<file path="config.mk">
export PLATFORM = sky130hd
export DESIGN_NAME = if_fetch_flat
export DESIGN_NICKNAME = d
export VERILOG_FILES = /design/src/rtl/cpu_pkg.sv /design/src/rtl/if_fetch_if.sv /design/src/rtl/if_skid_buf.sv /design/src/rtl/if_fetch.sv /design/src/flat_wrapper.sv
export SDC_FILE = /design/constraint.sdc
export NUM_CORES = 1
export LEC_CHECK = 0
export ABC_AREA = 0
export CAP_MARGIN = 25
export CORE_MARGIN = 2
export CORE_UTILIZATION = 55
export CTS_BUF_LIST = sky130_fd_sc_hd__clkbuf_8
export DETAILED_ROUTE_END_ITERATION = 10
export MAX_ROUTING_LAYER = met4
export PLACE_DENSITY = 0.88
export SLEW_MARGIN = 10
export SYNTH_ARGS = -nofsm -noshare
export SYNTH_HDL_FRONTEND = slang
export SYNTH_HIERARCHICAL = 1
export SYNTH_SLANG_ARGS = --single-unit
</file>
<file path="constraint.sdc">
create_clock -name clk -period 2.95 [get_ports clk]
set_clock_uncertainty 0.05 [all_clocks]
set_input_delay 0.295 -clock clk [delete_from_list [all_inputs] [get_ports clk]]
set_output_delay 0.295 -clock clk [all_outputs]
set_load 0.05 [all_outputs]
</file>
<file path="src/rtl/cpu_pkg.sv">
// Shared CPU front-end definitions: fetch FSM encoding, reset/bubble defaults
// and an address-alignment helper.
package cpu_pkg;

   localparam logic [31:0] RESET_PC_DEFAULT  = 32'h0000_0000;
   localparam logic [31:0] NOP_INSTR_DEFAULT = 32'h0000_0013;

   typedef enum logic [1:0] {
      ST_FETCH = 2'd0,
      ST_HOLD  = 2'd1,
      ST_KILL  = 2'd2
   } fetch_state_e;

   function automatic logic [31:0] word_align(input logic [31:0] addr);
      return addr & 32'hFFFF_FFFC;
   endfunction

endpackage

</file>
<file path="src/rtl/if_fetch_if.sv">
// Instruction-memory request/response channel between fetch and memory.
interface if_fetch_if;
   logic        im_req;
   logic [31:0] im_addr;
   logic        im_ack;
   logic [31:0] im_rdata;

   modport master (output im_req, output im_addr, input im_ack, input im_rdata);
   modport slave  (input im_req, input im_addr, output im_ack, output im_rdata);
endinterface

</file>
<file path="src/rtl/if_skid_buf.sv">
// One-entry skid buffer holding a fetched instruction and its PC while
// decode is stalled.
module if_skid_buf (
   input  logic        clk,
   input  logic        rst,
   input  logic        load,
   input  logic        clear,
   input  logic [31:0] load_instr,
   input  logic [31:0] load_pc,
   output logic        valid,
   output logic [31:0] instr,
   output logic [31:0] pc
);

   logic        valid_r;
   logic [31:0] instr_r;
   logic [31:0] pc_r;

   // Entry storage; clear wins over load so a flush always empties the buffer.
   always_ff @(posedge clk) begin
      if (rst) begin
         valid_r <= 1'b0;
         instr_r <= 32'd0;
         pc_r    <= 32'd0;
      end else if (clear) begin
         valid_r <= 1'b0;
      end else if (load) begin
         valid_r <= 1'b1;
         instr_r <= load_instr;
         pc_r    <= load_pc;
      end else begin
         valid_r <= valid_r;
      end
   end

   assign valid = valid_r;
   assign instr = instr_r;
   assign pc    = pc_r;

endmodule

</file>
<file path="src/rtl/if_fetch.sv">
// Instruction fetch stage: single outstanding memory request, one-entry skid
// for decode stalls, and flush/redirect handling that never abandons a request.
module if_fetch
   import cpu_pkg::*;
#(
   parameter logic [31:0] RESET_PC  = RESET_PC_DEFAULT,
   parameter logic [31:0] NOP_INSTR = NOP_INSTR_DEFAULT
) (
   input  logic        clk,
   input  logic        rst,
   if_fetch_if.master  imem,
   input  logic        stall,
   input  logic        redirect,
   input  logic [31:0] redirect_pc,
   output logic [31:0] instr,
   output logic [31:0] pc_out,
   output logic        isinstruct_IF
);

   fetch_state_e state_r;
   logic [31:0]  pc_r;
   logic [31:0]  kill_addr_r;
   logic [31:0]  instr_r;
   logic [31:0]  pc_out_r;
   logic         valid_r;

   logic         skid_load_s;
   logic         skid_clr_s;
   logic         skid_valid_s;
   logic [31:0]  skid_instr_s;
   logic [31:0]  skid_pc_s;
   logic [31:0]  redir_pc_s;

   assign redir_pc_s = word_align(redirect_pc);

   // KILL keeps presenting the abandoned address until its response drains.
   assign imem.im_req  = (state_r != ST_HOLD) && !rst;
   assign imem.im_addr = (state_r == ST_KILL) ? kill_addr_r : pc_r;

   // Skid control: capture on an accepted response under stall, drop on flush or drain.
   always_comb begin
      skid_load_s = 1'b0;
      skid_clr_s  = 1'b0;
      case (state_r)
         ST_FETCH: begin
            if (redirect) begin
               skid_clr_s = 1'b1;
            end else if (imem.im_ack && stall) begin
               skid_load_s = 1'b1;
            end else begin
               skid_load_s = 1'b0;
            end
         end
         ST_HOLD: begin
            if (redirect || !stall) begin
               skid_clr_s = 1'b1;
            end else begin
               skid_clr_s = 1'b0;
            end
         end
         ST_KILL: skid_clr_s = 1'b0;
         default: skid_clr_s = 1'b1;
      endcase
   end

   if_skid_buf u_skid (
      .clk        (clk),
      .rst        (rst),
      .load       (skid_load_s),
      .clear      (skid_clr_s),
      .load_instr (imem.im_rdata),
      .load_pc    (pc_r),
      .valid      (skid_valid_s),
      .instr      (skid_instr_s),
      .pc         (skid_pc_s)
   );

   // Fetch FSM with registered decode-side outputs; redirect outranks stall and ack.
   always_ff @(posedge clk) begin
      if (rst) begin
         state_r     <= ST_FETCH;
         pc_r        <= word_align(RESET_PC);
         kill_addr_r <= 32'd0;
         instr_r     <= NOP_INSTR;
         pc_out_r    <= 32'd0;
         valid_r     <= 1'b0;
      end else begin
         case (state_r)
            ST_FETCH: begin
               if (redirect) begin
                  instr_r  <= NOP_INSTR;
                  pc_out_r <= 32'd0;
                  valid_r  <= 1'b0;
                  pc_r     <= redir_pc_s;
                  if (!imem.im_ack) begin
                     kill_addr_r <= pc_r;
                     state_r     <= ST_KILL;
                  end
               end else if (imem.im_ack) begin
                  pc_r <= pc_r + 32'd4;
                  if (stall) begin
                     state_r <= ST_HOLD;
                  end else begin
                     instr_r  <= imem.im_rdata;
                     pc_out_r <= pc_r;
                     valid_r  <= 1'b1;
                  end
               end else if (!stall) begin
                  instr_r  <= NOP_INSTR;
                  pc_out_r <= 32'd0;
                  valid_r  <= 1'b0;
               end
            end
            ST_HOLD: begin
               if (redirect) begin
                  instr_r  <= NOP_INSTR;
                  pc_out_r <= 32'd0;
                  valid_r  <= 1'b0;
                  pc_r     <= redir_pc_s;
                  state_r  <= ST_FETCH;
               end else if (!stall) begin
                  instr_r  <= skid_instr_s;
                  pc_out_r <= skid_pc_s;
                  valid_r  <= skid_valid_s;
                  state_r  <= ST_FETCH;
               end
            end
            ST_KILL: begin
               if (redirect) begin
                  pc_r <= redir_pc_s;
               end
               if (redirect || !stall) begin
                  instr_r  <= NOP_INSTR;
                  pc_out_r <= 32'd0;
                  valid_r  <= 1'b0;
               end
               if (imem.im_ack) begin
                  state_r <= ST_FETCH;
               end
            end
            default: begin
               state_r  <= ST_FETCH;
               instr_r  <= NOP_INSTR;
               pc_out_r <= 32'd0;
               valid_r  <= 1'b0;
            end
         endcase
      end
   end

   assign instr         = instr_r;
   assign pc_out        = pc_out_r;
   assign isinstruct_IF = valid_r;

endmodule

</file>
<file path="src/flat_wrapper.sv">
// flat-port wrapper written by rule: the top's interface ports become plain ports
module if_fetch_flat import cpu_pkg::*;
#(
   parameter logic [31:0] RESET_PC  = RESET_PC_DEFAULT,
   parameter logic [31:0] NOP_INSTR = NOP_INSTR_DEFAULT
)
  (clk, rst, stall, redirect, redirect_pc, instr, pc_out, isinstruct_IF, imem_im_req, imem_im_addr, imem_im_ack, imem_im_rdata);
  if_fetch_if imem_i ();
  input  logic clk;
  input  logic rst;
  input  logic stall;
  input  logic redirect;
  input  logic [31:0] redirect_pc;
  output logic [31:0] instr;
  output logic [31:0] pc_out;
  output logic isinstruct_IF;
  output wire logic [$bits(imem_i.im_req)-1:0] imem_im_req;
  output wire logic [$bits(imem_i.im_addr)-1:0] imem_im_addr;
  input wire logic [$bits(imem_i.im_ack)-1:0] imem_im_ack;
  input wire logic [$bits(imem_i.im_rdata)-1:0] imem_im_rdata;
  assign imem_im_req = imem_i.im_req;
  assign imem_im_addr = imem_i.im_addr;
  assign imem_i.im_ack = imem_im_ack;
  assign imem_i.im_rdata = imem_im_rdata;
  if_fetch #(.RESET_PC(RESET_PC), .NOP_INSTR(NOP_INSTR)) u_core (.clk(clk), .rst(rst), .imem(imem_i), .stall(stall), .redirect(redirect), .redirect_pc(redirect_pc), .instr(instr), .pc_out(pc_out), .isinstruct_IF(isinstruct_IF));
endmodule
</file>
[After elaboration in Yosys (flattened, before gate mapping)]
Index checks and enable logic that the tools add are counted.
Storage, ports and cells
  register bits after elaboration: 196
  bits of input ports: 69
  output and inout port bits: 98
  logic and storage cells: 80
Cells by class
  add/sub/neg operators: 1
  equal/unequal tests: 11
  mux-type cells: 43
  bitwise gates (word level): 2
  reductions and logical operators: 14
Operators by type and width (number)
  two-way mux 32 bit: 18
  case mux 32 bit (3 select lines): 2
  case mux 32 bit (2 select lines): 1
  adder 32 x 3 -> 32 bit (second input constant): 1
  inequality test 3 bit (second input constant): 5
  two-way mux 2 bit: 7
  two-way mux 1 bit: 12
  AND reduction 3 bit: 3
  case mux 1 bit (3 select lines): 2
  case mux 2 bit (3 select lines): 1
  AND reduction 5 bit: 1
  inequality test 2 x 1 -> 1 bit (second input constant): 2
  inequality test 2 bit (second input constant): 2
  OR reduction 2 bit: 2
  == test 2 x 1 -> 1 bit (second input constant): 1
  == test 2 bit (second input constant): 1
  logical AND 1 bit: 2
  zero test 1 bit: 2
  zero test 2 bit: 1
  inverter 1 bit: 2
  AND reduction 2 bit: 1
  nonzero test 2 bit: 1
  logical OR 1 bit: 1

[Longest topological paths before layout]
Gate-level depths: netlist (run 1).
  depth in word-level cells: 6
  mapped depth: 11
  mapped depth without buffers: 7

[Modules after synthesis]
Netlist (run 1), hierarchy kept.
Modules (own cells, without submodules)
  if_fetch: instances 1, cells an instance 792, area each 6565.0 um^2, sequential area each 2542.4 um^2
  if_skid_buf: instances 1, cells an instance 295, area each 3194.3 um^2, sequential area each 1301.2 um^2

[Worst setup path after synthesis (run 1)]
OpenSTA, ideal clock, no wires.
  path kind: flip-flop to flip-flop
  start: reg u_core.state_r[0]
  end: reg u_core.pc_r[10]
  setup time: 128 ps
  arrival time: 1872 ps
  required time: 2772 ps
  path slack: 900 ps
  cell stages (with the launch flop): 11
  buffers on the path: 3
  period minus slack after synthesis: 2050 ps
  path through: dfxtp_1 > inv_1 > ha_1 > or2_1 > buf_4 > o21a_1 > buf_2 > clkbuf_1 > o21ai_0 > a22oi_1 > nor2_1
On the way
  longest elaborated chain between the ends: 4
  elaborated cells on any way between the ends: 9
  classes of those cells: eq/ne: 4; mux: 1; reduce/logical: 4
RTL lines
  start, declared: line if_fetch.sv:20  | fetch_state_e state_r;
  start signal, assigned: line if_fetch.sv:81  | state_r <= ST_FETCH;
  start signal, assigned: line if_fetch.sv:97  | state_r <= ST_KILL;
  start signal, assigned: line if_fetch.sv:102  | state_r <= ST_HOLD;
  == test 2 x 1 -> 1 bit / == test 2 bit (equally long branches): line if_fetch.sv:88  | case (state_r)
  OR reduction 2 bit (no line)
  inequality test 2 x 1 -> 1 bit (no line) / nonzero test 2 bit (equally long branches)
  AND reduction 3 bit (no line)
  end signal, assigned: line if_fetch.sv:82  | pc_r <= word_align(RESET_PC);
  end signal, assigned: line if_fetch.sv:94  | pc_r <= redir_pc_s;
  end signal, assigned: line if_fetch.sv:100  | pc_r <= pc_r + 32'd4;
  end, declared: line if_fetch.sv:21  | logic [31:0] pc_r;
Several ways; a longest one is shown, not always the timed one.
A chain may end at the register's enable or synchronous reset.

[Final worst setup path (run 1)]
  start: reg u_core.state_r[1]
  end: out imem_im_req
On the way
  longest elaborated chain between the ends: 2
RTL lines
  inequality test 2 x 1 -> 1 bit: line if_fetch.sv:37  | assign imem.im_req = (state_r != ST_HOLD) && !rst;
  logical AND 1 bit: line if_fetch.sv:37
  end, declared: line flat_wrapper.sv:17  | output wire logic [$bits(imem_i.im_req)-1:0] imem_im_req;
No other way between the ends.

==> run metrics, run 1 <==
first-pass iteration count of the detailed router 7; total DRC errors in the routed layout 0; diodes inserted 0; Fin. Hold Viols 0; average routed wire per standard cell approximately 19 um; Post-synth EDFFs 0; GRT overflow 0; half-perimeter wire length of the detailed placement result between 15 and 20 mm; list of most frequent post-synthesis cells sky130_fd_sc_hd__dfxtp_1, sky130_fd_sc_hd__nand2_1, sky130_fd_sc_hd__nor2_1; final core utilization ~70%; fraction of layout instances using a drive strength above 1 16.7%; number of filler instances in the final layout 1335; biggest fanout along the worst timing path 10; total via count in the routed design slightly below 9000; distinct cell type count of the synthesized netlist just under 70; Total Power 6.60 mW; total instance count after detailed placement approximately 1400; worst-case clock buffer depth 2; largest area contributor in the netlist sky130_fd_sc_hd__dfxtp_1; biggest area contributors in the synthesized netlist sky130_fd_sc_hd__dfxtp_1, sky130_fd_sc_hd__nand4bb_1, sky130_fd_sc_hd__a22o_1, sky130_fd_sc_hd__o21ai_2, sky130_fd_sc_hd__a22oi_1; number of cells on the worst reg-to-reg path 8; hold buffers post-CTS 0; clock root cell sky130_fd_sc_hd__clkbuf_8; compound-gate portion of the synthesized area approximately a quarter; maximum number of pins on one net before global-route repair 97; FFs w/ async S/R, synth 0%; dominant combinational cell family by area after synthesis simple AND/OR/NAND/NOR gates; share of the cycle needed by the critical path after routing around 87%; portion of netlist area occupied by mux cells 4.44%; maximum clock rate around 390 MHz; Worst Max-Slew Pin Slew around 0.92 ns; final-stage net count around 1300; number of buffers inserted by port buffering between 150 and 200; H-tree lvl count 4; number of standard cells in the final layout excluding fillers ~1400; most common cell in the synthesized netlist sky130_fd_sc_hd__dfxtp_1; synthesized-area fraction occupied by and/or/nand/nor cells between 20% and 30%; total setup violations reported at the end of the flow 0; number of max-cap violations 0; source of the worst hold timing path rst; Data required, critical path 2.61 ns; initial antenna violation count 0; ratio of total power to cell area approximately 550 nW/um2; signal arrival time at the worst endpoint roughly 2.2 ns; worst hold-check path type input pin to flop; worst reg-to-reg setup slack approximately 0.44 ns; unrepaired setup endpoints after global routing no; depth of the worst hold-timing path 2; Seq/Total Area, Yosys slightly below 40%; total CTS buffers 17; endpoint of the worst register-to-register path u_core/pc_r[12]; clock sink count around 190; startpoint of the lowest-slack register-to-register path u_core/state_r[0]; fraction of synthesized cell area in xor and xnor cells 0%; crit path time final around 2.6 ns; CTS tree done; accumulated negative setup slack 0 ns; via count of the first global-routing pass around 8200; leakage component of the power roughly 4.2 nW; first-pass GRT wire length between 40 and 50 mm; dominant synthesized flop cell sky130_fd_sc_hd__dfxtp_1; Worst slew margin approximately 39%; final wirelength between 20 and 30 mm; Gate Count Post-Synth around 1100; clock insertion delay at the later pin of the skew report approximately 0.47 ns; routability congestion estimate from global placement around 0.94; number of instances resized during post-cts repair 0; CP Capture Type output port; Setup Buffers After CTS 0; # IOs 167; max-slew violation total from the final report 0; adder and majority cell fraction of the synthesized area less than 1%; Placed Area about 12000 um2; Starting Density 56.4%; die footprint between 15000 and 20000 um2; post-route standard cell area excluding fillers 12100 um2; detailed router's first-iteration violation count between 1000 and 1500; outcome finished clean; Horiz. Die Dim about 140 um; mean number of vias per cell between 6 and 7; Worst VDD drop about 320 uV; Synth Register Bits 192; number of warning messages in the yosys log 6; nature of the critical path startpoint flop; die height around 140 um; start-to-end type of the worst setup path flop to output port; total routing usage reported by global routing between 20 and 30%; clock-pin slew on the worst setup and hold paths about 0.10 ns; area added between synthesis and finish 23.7%; Core Area ~17000 um2; antenna violation net count after detailed routing 0; Mapped Avg Cell Area 8.98 um2; destination of the worst hold path u_core/pc_out[20]; fraction of synthesized cell area taken by the top area cell type 39.4%; area of the mapped netlist a little under 10000 um2; num rows 48
## cells by family (layout without fill, tap and decap cells)
family	count (synthesis)	count (layout)
adders and majority gates	5	5
muxes	39	39
buffers and inverters	124	225
AOI/OAI and AO/OA	312	312
and+or+nand+nor	414	414
DFF	192	192
other	1	4
## critical path, stage by stage (launching register included)
cell and delay [ns]:
sky130_fd_sc_hd__dfxtp_1 0.37, sky130_fd_sc_hd__inv_1 0.09, sky130_fd_sc_hd__ha_1 0.30, sky130_fd_sc_hd__nor2_1 0.18, sky130_fd_sc_hd__clkdlybuf4s50_1 0.83
## per-stage QoR
stage	setup slack [ns]	hold slack (ns)
6_report	0.373	0.212
5_1_grt	0.260	0.204
2_1_floorplan	0.900	0.383
3_3_place_gp	0.560	0.388
3_5_place_dp	0.518	0.396
4_1_cts	0.345	0.194
## cell usage in the layout (no fill, tap or decap), types with 24 or more instances in the layout
cell and count:
sky130_fd_sc_hd__a21oi_1 48, sky130_fd_sc_hd__a22o_1 63, sky130_fd_sc_hd__a22oi_1 64, sky130_fd_sc_hd__buf_12 37, sky130_fd_sc_hd__clkdlybuf4s50_1 131, sky130_fd_sc_hd__dfxtp_1 192, sky130_fd_sc_hd__mux2_2 34, sky130_fd_sc_hd__nand2_1 99
sky130_fd_sc_hd__nand2b_1 67, sky130_fd_sc_hd__nand4bb_1 64, sky130_fd_sc_hd__nor2_1 96, sky130_fd_sc_hd__o21ai_0 24, sky130_fd_sc_hd__o21ai_2 56
## layer usage
metal	wire length (um)	vias up	share of wire [%]	GRT usage, %
met5	0	-	0	-
met4	763	0	2.9	10.7
met3	1720	60	6.6	4.75
met2	13200	412	50	46.9
met1	10600	4198	40	34.8
li1	-	4127	-	-
## worst max-delay path by stage
| stage | start | endpoint | slack, ns | depth (start not counted) |
|---|---|---|---|---|
| floorplan | u_core/state_r[0] | u_core/pc_r[10] | 0.90 | 10 |
| global placement | u_core/state_r[0] | u_core/pc_r[10] | 0.56 | 8 |
| detailed placement | u_core/state_r[0] | u_core/pc_r[22] | 0.52 | 7 |
| CTS | u_core/state_r[1] | imem_im_req | 0.35 | 4 |
| global route | u_core/state_r[1] | imem_im_req | 0.26 | 4 |
| finish | u_core/state_r[1] | imem_im_req | 0.37 | 4 |
## area by class of cell
type / count / area, um2 / share of cell area [%]
Clock inverter: 15 / 166 / 1.38
Multi-Input combinational cell: 774 / 5320 / 44.1
Sequential cell: 192 / 3840 / 31.8
Tap cell: 225 / 282 / 2.33
Inverter: 4 / 15.0 / 0.124
Clock buffer: 17 / 234 / 1.94
Timing Repair Buffer: 189 / 2210 / 18.3
## flip-flops by register name, summed over array words and instances (netlist names), 2 cells and up
name                 cells
u_core/instr            32
u_core/u_skid/pc        32
u_core/state_r           2
u_core/pc_r             30
u_core/u_skid/instr     32
u_core/pc_out           32
u_core/kill_addr_r      30
## power by group
group          internal (mW)  switching [mW]  leakage, nW  total, mW
combinational          0.820            1.12         2.45       1.94
sequential              2.72           0.192         1.56       2.91
clock                  0.712            1.03        0.201       1.75
total                   4.25            2.34         4.20       6.60
(Power assumes the default switching activity.)
==> run 2: changes to the inputs <==
--- a/config.mk
+++ b/config.mk
@@ -13,7 +13,6 @@
 export DETAILED_ROUTE_END_ITERATION = 10
 export MAX_ROUTING_LAYER = met4
 export PLACE_DENSITY = 0.88
-export SLEW_MARGIN = 10
 export SYNTH_ARGS = -nofsm -noshare
 export SYNTH_HDL_FRONTEND = slang
 export SYNTH_HIERARCHICAL = 1
==> results of run 2 <==
Final layout, timing and power as in run 1 (identical DEF).
==> run 3: changes to the inputs <==
--- a/config.mk
+++ b/config.mk
@@ -11,6 +11,7 @@
 export CORE_UTILIZATION = 55
 export CTS_BUF_LIST = sky130_fd_sc_hd__clkbuf_8
 export DETAILED_ROUTE_END_ITERATION = 10
+export GPL_TIMING_DRIVEN = 0
 export MAX_ROUTING_LAYER = met4
 export PLACE_DENSITY = 0.88
 export SYNTH_ARGS = -nofsm -noshare
==> run 3 against run 2 <==
Compared with the run above: register-to-register slack got worse by 0.17 ns; sequential share of layout area about the same; critical path depth increased by 2; die area unchanged; combinational power decreased by 3%; sequential cell count unchanged; via count increased by 6.4%; setup slack got worse by 0.29 ns; cell area about the same; hold slack got worse by 0.025 ns; fmax decreased by 10%; global-route usage increased by 3.9 points.
==> run metrics, run 3 (synthesis gave the netlist of run 1 again) <==
outcome finished clean (unchanged); worst setup path endpoint imem_im_addr[4] (was imem_im_req); initial antenna violation count 0 (unchanged); leading cell type in the layout, fill and taps excluded sky130_fd_sc_hd__dfxtp_1 (unchanged); clock sink count 192 (unchanged); Placed Area 11700 um2 (about the same); nature of the critical path startpoint flop (unchanged); gate family responsible for the most delay along the worst path buffers and inverters (unchanged); max-slew violation total from the final report 0 (unchanged); total setup violations reported at the end of the flow 0 (unchanged); number of cells on the worst reg-to-reg path 10 (was 8); clock insertion delay at the later pin of the skew report 0.47 ns (about the same); total via count in the routed design 9356 (was 8797); endpoint of the worst register-to-register path u_core/pc_r[12] (unchanged); signal arrival time at the worst endpoint 2.52 ns (was 2.23 ns); worst-case clock buffer depth 2 (unchanged); share of the cycle needed by the critical path after routing 97.0% (was 87.3%); CP Launch Point u_core/state_r[0] (was u_core/state_r[1]); accumulated negative setup slack 0 ns (unchanged); area occupied by multi-input gates 5280 um2 (was 5320 um2); total instance count after detailed placement 1476 (was 1384); die footprint 18800 um2 (unchanged); unrepaired setup endpoints after global routing no (unchanged); number of buffers inserted by port buffering 161 (was 162); via count of the first global-routing pass 8730 (was 8203); total DRC errors in the routed layout 0 (unchanged); area added between synthesis and finish 23.8% (was 23.7%); Setup Buffers After CTS 0 (unchanged); post-route standard cell area excluding fillers 12100 um2 (about the same); Starting Density 56.4% (unchanged); cells along the critical path inv_1, ha_1, clkbuf_1, buf_2, mux2_2, dlygate4sd2_1 (was inv_1, ha_1, nor2_1, clkdlybuf4s50_1); Slowest Stage Delay on Critical Path 0.42 ns (was 0.83 ns); half-perimeter wire length of the detailed placement result 21.4 mm (was 17.1 mm); Critical-path top delay cell sky130_fd_sc_hd__dlygate4sd2_1 (was sky130_fd_sc_hd__clkdlybuf4s50_1); Fin. Hold Viols 0 (unchanged); commonest cells after routing, fill and taps aside sky130_fd_sc_hd__dfxtp_1, sky130_fd_sc_hd__clkdlybuf4s50_1, sky130_fd_sc_hd__nand2_1, sky130_fd_sc_hd__nor2_1, sky130_fd_sc_hd__nand2b_1 (unchanged); number of filler instances in the final layout 1371 (was 1335); Worst Max-Slew Pin Slew 1.06 ns (was 0.921 ns); Core Area 17300 um2 (unchanged); number of standard cells in the final layout excluding fillers 1508 (was 1416); hold buffers post-CTS 0 (unchanged); maximum number of pins on one net before global-route repair 18 (was 97); leakage component of the power 4.41 nW (was 4.20 nW); worst path bufs/invs 4 (was 2); total CTS buffers 17 (unchanged); average routed wire per standard cell 19.7 um (was 18.6 um); startpoint of the lowest-slack register-to-register path u_core/state_r[0] (unchanged); CP Capture Type output port (unchanged); start-to-end type of the worst setup path flop to output port (unchanged); Horiz. Die Dim 137 um (unchanged); Data required, critical path 2.61 ns (about the same); clock-pin slew on the worst setup and hold paths 0.10 ns (about the same); num rows 48 (unchanged); depth of the worst hold-timing path 3 (was 2); clock root cell sky130_fd_sc_hd__clkbuf_8 (unchanged); worst hold-check path type input pin to flop (unchanged); CTS tree done (unchanged); # IOs 167 (unchanged); diodes inserted 0 (unchanged); Total Power 6.72 mW (was 6.60 mW); routability congestion estimate from global placement 0.971 (was 0.941); biggest fanout along the worst timing path 10 (unchanged); detailed router's first-iteration violation count 1057 (was 1145); final wirelength 29.7 mm (was 26.3 mm); Worst VDD drop 320 uV (was 323 uV); sequential standard cell area 3840 um2 (unchanged); worst reg-to-reg setup slack 0.27 ns (was 0.44 ns); antenna violation net count after detailed routing 0 (unchanged); die height 137 um (unchanged); H-tree lvl count 4 (unchanged); final-stage net count 1344 (was 1252); fraction of layout instances using a drive strength above 1 15.4% (was 16.7%); Critical Path Stages 6 (was 4); maximum clock rate 349 MHz (was 388 MHz); Worst slew margin 28.5% (was 38.6%); ratio of total power to cell area 556 nW/um2 (was 547 nW/um2); first-pass iteration count of the detailed router 6 (was 7); crit path time final 2.86 ns (was 2.58 ns); number of max-cap violations 0 (unchanged); first-pass GRT wire length 46.0 mm (was 41.3 mm); mean number of vias per cell 6.20 (was 6.21); worst-case hold slack 0.187 ns (was 0.212 ns); GRT overflow 0 (unchanged); total routing usage reported by global routing 32.3% (was 28.4%)
-- run 3: metrics by stage --
stage	setup slack (ns)	utilization (%)
final	0.0871	69.9
after detailed placement	0.117	67.4
after global placement	0.157	67.4
after floorplan	0.900	-
after global routing	0.0125	69.9
after CTS	0.100	69.9
-- run 3: worst min path at each step --
stage / from / end
final: rst / u_core/u_skid/pc[31]
after global routing: rst / u_core/u_skid/pc[31]
after CTS: rst / u_core/u_skid/pc[31]
after detailed placement: u_core/kill_addr_r[18] / u_core/kill_addr_r[18]
after global placement: u_core/kill_addr_r[5] / u_core/kill_addr_r[5]
after floorplan: u_core/kill_addr_r[10] / u_core/kill_addr_r[10]
-- run 3: power breakdown --
part | switching (mW) | leakage (nW) | internal (mW)
sequential | 0.155 | 1.56 | 2.72
clock | 0.998 | 0.222 | 0.962
combinational | 1.20 | 2.63 | 0.685
-- run 3: what timing repair did --
item | in CTS | in global routing
setup endpoints to repair | 30 | 0
hold endpoints to repair | 0 | 0
gates resized for setup | 33 | 0
-- run 3: cell type report --
cell class,count,area share (%)
timing repair buffer,161,13.0
inverter,4,0.124
clock inverter,14,1.70
sequential,192,31.8
tap,225,2.33
buffer,120,5.24
clock buffer,18,2.05
multi-input combinational,774,43.7
-- run 3: worst min-delay path, stage by stage --
cell                        delay (ns)
sky130_fd_sc_hd__buf_2            0.17
sky130_fd_sc_hd__nand4bb_1        0.15
sky130_fd_sc_hd__o21ai_1          0.06
-- run 3: per-layer routing --
layer | track usage, % | part of all wire [%] | up-vias
met1 | 41.7 | 42 | 4482
met5 | - | 0 | -
met3 | 6.14 | 8.1 | 84
met4 | 11.9 | 3.2 | 0
li1 | - | - | 4331
met2 | 50.4 | 47 | 459
==> RTL change 1: new RTL, config.mk and constraints of run 3 <==
Make the reset (`rst`) asynchronous in 2 clocked blocks.
--- a/src/rtl/if_skid_buf.sv
+++ b/src/rtl/if_skid_buf.sv
@@ -17,7 +17,7 @@
    logic [31:0] pc_r;
 
    // Entry storage; clear wins over load so a flush always empties the buffer.
-   always_ff @(posedge clk) begin
+   always_ff @(posedge clk or posedge rst) begin
       if (rst) begin
          valid_r <= 1'b0;
          instr_r <= 32'd0;
--- a/src/rtl/if_fetch.sv
+++ b/src/rtl/if_fetch.sv
@@ -76,7 +76,7 @@
    );
 
    // Fetch FSM with registered decode-side outputs; redirect outranks stall and ack.
-   always_ff @(posedge clk) begin
+   always_ff @(posedge clk or posedge rst) begin
       if (rst) begin
          state_r     <= ST_FETCH;
          pc_r        <= word_align(RESET_PC);
Formal check against the unedited RTL: differs if rst is asserted again (counterexample within 4 cycles, from zero or initial values and one cycle with rst high); with rst held inactive, the same outputs for 4 cycles.
==> RTL change 1 against run 3 <==
Worst setup slack improved by 0.049 ns. Final area fell by 2.5%. Count of clock-buffer cells in the layout fell by 1. Non-clock buffer count fell by 40. Area after synthesis fell by 3.1%. Sequential cell count did not move. First-iteration DRC count fell by 31%. Wire length fell by 16%. Critical path type is now reg -> reg. Highest routed layer unchanged.
Power is not compared: it rests on default switching activity, and its combinational part moved more than twofold at a synthesized area within 25%.
==> RTL change 1: results (changes against run 3) <==
The worst hold margin is 0.204 ns (was 0.187 ns). The met3 capacity usage during global routing was 4.99% (was 6.14%). The number of inserted filler cells in the final layout is 1231 (was 1371). The met2 wire length came to 11800 um (was 13900 um). The mean area per synthesized cell was 11.2 um2 (was 8.98 um2).

The placement-stage cell area came out at 11400 um2 (was 11700 um2). The met2 global-route usage was 44.2% (was 50.4%). The post-placement worst setup slack was -0.450 ns (was 0.117 ns). The post-synthesis adder-cell area fraction came to 0.662% (was 0.641%).

The total wire length is 24900 um (was 29700 um). The cell depth of the worst flop-to-flop path came out at 9 (was 10). The met1 routed wirelength after detailed routing is 11000 um (was 12500 um). Cells taking the most area after synthesis: sky130_fd_sc_hd__dfrtp_1 50%, sky130_fd_sc_hd__mux2_4 9.5%, sky130_fd_sc_hd__mux2_2 7.6% (was sky130_fd_sc_hd__dfxtp_1 39%, sky130_fd_sc_hd__nand4bb_1 7.4%, sky130_fd_sc_hd__a22o_1 5.7%). The all-layer global routing usage came out at 29.1% (was 32.3%). The critical register-to-register path startpoint was u_core/state_r[0] (unchanged). The area added between synthesis and finish is 24.6% (was 23.8%). The sequential element share of the synthesized area is 50.9% (was 39.4%).

The proportion of synthesized area in mux cells came out at 17.8% (was 4.44%). The HPWL after detailed placement is 18100 um (was 21400 um). The longest individual stage delay on the worst path came to 0.48 ns (was 0.42 ns). The share of the clock period used by the worst path came to 95.4% (was 97.0%). The DRC marker count from the first detailed-route iteration was 733 (was 1057).

The detailed-routed wire length on met3 is 1730 um (was 2390 um). The routing usage on met1 is 40.5% (was 41.7%). The register-to-register path setup slack is 0.14 ns (was 0.27 ns). The count of distinct cell types in the synthesized netlist is 56 (was 68). The count of cells resized by post-cts repair was 35 (was 33). The number of port buffers came out at 162 (was 161).

The path type of the worst min-delay path is in -> async (was in -> reg). The non-clock buffer count in the final layout was 241 (was 281). The arrival time reported for the critical path endpoint is 3.14 ns (was 2.52 ns).

The share of cell area taken by multi-input logic gates came out at 35.8% (was 43.7%). The number of global-route vias before repair came out at 7417 (was 8730). The routed via count divided by cell count came out at 6.00 (was 6.20). The cell with the largest stage delay on the worst path is sky130_fd_sc_hd__clkbuf_1 (was sky130_fd_sc_hd__dlygate4sd2_1).

The area fraction of clock buffers and clock inverters is 3.15% (was 3.75%). The well tap count came to 220 (was 225). The compound-cell area share of the yosys netlist is 14.3% (was 23.6%). The slew at the pin closest to its max-slew limit is 1.14 ns (was 1.06 ns). The number of nets in the layout came out at 1102 (was 1344). Status: finished clean (unchanged). The routed wire length per instance came to 19.8 um (was 19.7 um).

Leading post-synthesis cells by instance count: 189 x sky130_fd_sc_hd__dfrtp_1, 96 x sky130_fd_sc_hd__nand2_1, 79 x sky130_fd_sc_hd__o21ai_0 (was 192 x sky130_fd_sc_hd__dfxtp_1, 99 x sky130_fd_sc_hd__nand2_1, 97 x sky130_fd_sc_hd__nor2_1). The async set or reset register ratio after synthesis is 100% (was 0%). The dominant register cell in the synthesized netlist is sky130_fd_sc_hd__dfrtp_1 (was sky130_fd_sc_hd__dfxtp_1).
-- RTL change 1: changes by cell type after synthesis, moves of 29 or more --
cell / before / now
sky130_fd_sc_hd__a22o_1: 63 / 0
sky130_fd_sc_hd__o21ai_2: 56 / 0
sky130_fd_sc_hd__buf_2: 36 / 7
sky130_fd_sc_hd__o21ai_0: 24 / 79
sky130_fd_sc_hd__mux2_2: 34 / 64
sky130_fd_sc_hd__a21oi_1: 48 / 15
sky130_fd_sc_hd__mux2_4: 0 / 60
sky130_fd_sc_hd__dfxtp_1: 192 / 0
sky130_fd_sc_hd__nand2b_1: 67 / 4
sky130_fd_sc_hd__nor2_1: 97 / 27
sky130_fd_sc_hd__nand4bb_1: 64 / 0
sky130_fd_sc_hd__dfrtp_1: 0 / 189
-- RTL change 1: kinds of logic after synthesis --
family,count (synthesis)
and+or+nand+nor,223
AOI/OAI and AO/OA,208
DFF,192
muxes,130
buffers and inverters,83
adders and majority gates,5
other,1
==> RTL change 2: new RTL, settings of run 3 <==
Made on the original files. Encoding of `fetch_state_e`: now one-hot (3 bits for 3 states).
--- a/src/rtl/cpu_pkg.sv
+++ b/src/rtl/cpu_pkg.sv
@@ -5,10 +5,10 @@
    localparam logic [31:0] RESET_PC_DEFAULT  = 32'h0000_0000;
    localparam logic [31:0] NOP_INSTR_DEFAULT = 32'h0000_0013;
 
-   typedef enum logic [1:0] {
-      ST_FETCH = 2'd0,
-      ST_HOLD  = 2'd1,
-      ST_KILL  = 2'd2
+   typedef enum logic [2:0] {
+      ST_FETCH = 3'b001,
+      ST_HOLD  = 3'b010,
+      ST_KILL  = 3'b100
    } fetch_state_e;
 
    function automatic logic [31:0] word_align(input logic [31:0] addr);
Check against the original RTL: no difference found for any inputs over 4 cycles, from zero or initial values and one cycle with rst high; so few cycles prove little.
==> RTL change 2 against run 3 <==
Sequential cell count rose by 1. Combinational power fell by 40%. Wire length rose by 3.1%. Sequential share of layout area barely moved. Area after synthesis rose by 0.53%. Worst setup slack improved by 0.0063 ns. Critical endpoint is now imem_im_addr[28]. Via count rose by 5.1%. Core utilization rose by 0.090 points. Synthesized cell count rose by 5.1%. Power fell by 12%. Final area rose by 0.48%. Final cell count rose by 3.6%.
==> RTL change 2: results (changes against run 3) <==
The met2 global-route usage is 51.1% (was 50.4%). The all-layer global routing usage was 33.1% (was 32.3%). Status: finished clean (unchanged). The total leakage power is 4.34 nW (was 4.41 nW). The wire length of the first global-routing pass is 47600 um (was 46000 um). The routed via count divided by cell count came out at 6.30 (was 6.20). The arrival time reported for the critical path endpoint is 2.51 ns (was 2.52 ns). The multi-input combinational cell count was 823 (was 774). The peak supply drop came to 0.000311 V (was 0.000320 V). The met1 routed wirelength after detailed routing is 12500 um (about the same). The detailed-routed wire length on met3 came to 2750 um (was 2390 um). The count of TritonRoute iterations in the first routing pass came out at 8 (was 6).

The number of non-clock inverters in the layout is 5 (was 4). The area added between synthesis and finish came to 23.7% (was 23.8%). The fraction of power spent switching nets was 31.1% (was 35.0%). The fraction of final layout cells with drive strength greater than 1 was 14.4% (was 15.4%). The internal power came out at 4.06 mW (was 4.37 mW). Cells taking the most area after synthesis: sky130_fd_sc_hd__dfxtp_1 39%, sky130_fd_sc_hd__nand4bb_1 7.6%, sky130_fd_sc_hd__a21oi_1 6.5% (was sky130_fd_sc_hd__dfxtp_1 39%, sky130_fd_sc_hd__nand4bb_1 7.4%, sky130_fd_sc_hd__a22o_1 5.7%). The met2 wire length came out at 14000 um (was 13900 um). The clock group share of total power is 33.5% (was 29.1%). The share of cell area taken by multi-input logic gates was 43.5% (was 43.7%). The detailed-route via count came out at 9834 (was 9356). The HPWL after detailed placement is 21500 um (was 21400 um). The slew at the pin closest to its max-slew limit came to 0.965 ns (was 1.06 ns). The number of global-route vias before repair came out at 9344 (was 8730). The routed wire length per instance was 19.6 um (was 19.7 um). The power share of the combinational group is 19.2% (was 28.1%).

The area fraction of clock buffers and clock inverters is 3.69% (was 3.75%). The sequential cell area in the final layout was 3860 um2 (was 3840 um2). The sequential element share of the synthesized area came to 39.4% (about the same). The number of port buffers came out at 160 (was 161).
RTL change 2: final timing paths:
kind         depth (start not counted)             startpoint  slack, ns                     to
max                                  6      u_core/state_r[0]       0.09       imem_im_addr[28]
min                                  3                    rst       0.12        u_core/pc_r[28]
max reg2reg                          9      u_core/state_r[0]       0.27   u_core/u_skid/pc[21]
min reg2reg                          2  u_core/kill_addr_r[5]       0.41  u_core/kill_addr_r[5]
RTL change 2: kinds of logic after synthesis:
logic type / count (synthesis) / synth area share [%]
xor gates and xnor gates: 1 / 0.0893
AOI/OAI and AO/OA: 328 / 23.0
other: 1 / 0.0382
muxes: 29 / 3.32
and+or+nand+nor: 460 / 27.1
DFF: 193 / 39.4
buffers and inverters: 129 / 6.96
adders and majority gates: 1 / 0.128
RTL change 2: timing repair:
item / in CTS / in global routing
setup buffers: 0 / 0
resized for setup: 26 / 8
pin swaps: 0 / 0
setup endpoints to repair: 25 / 30
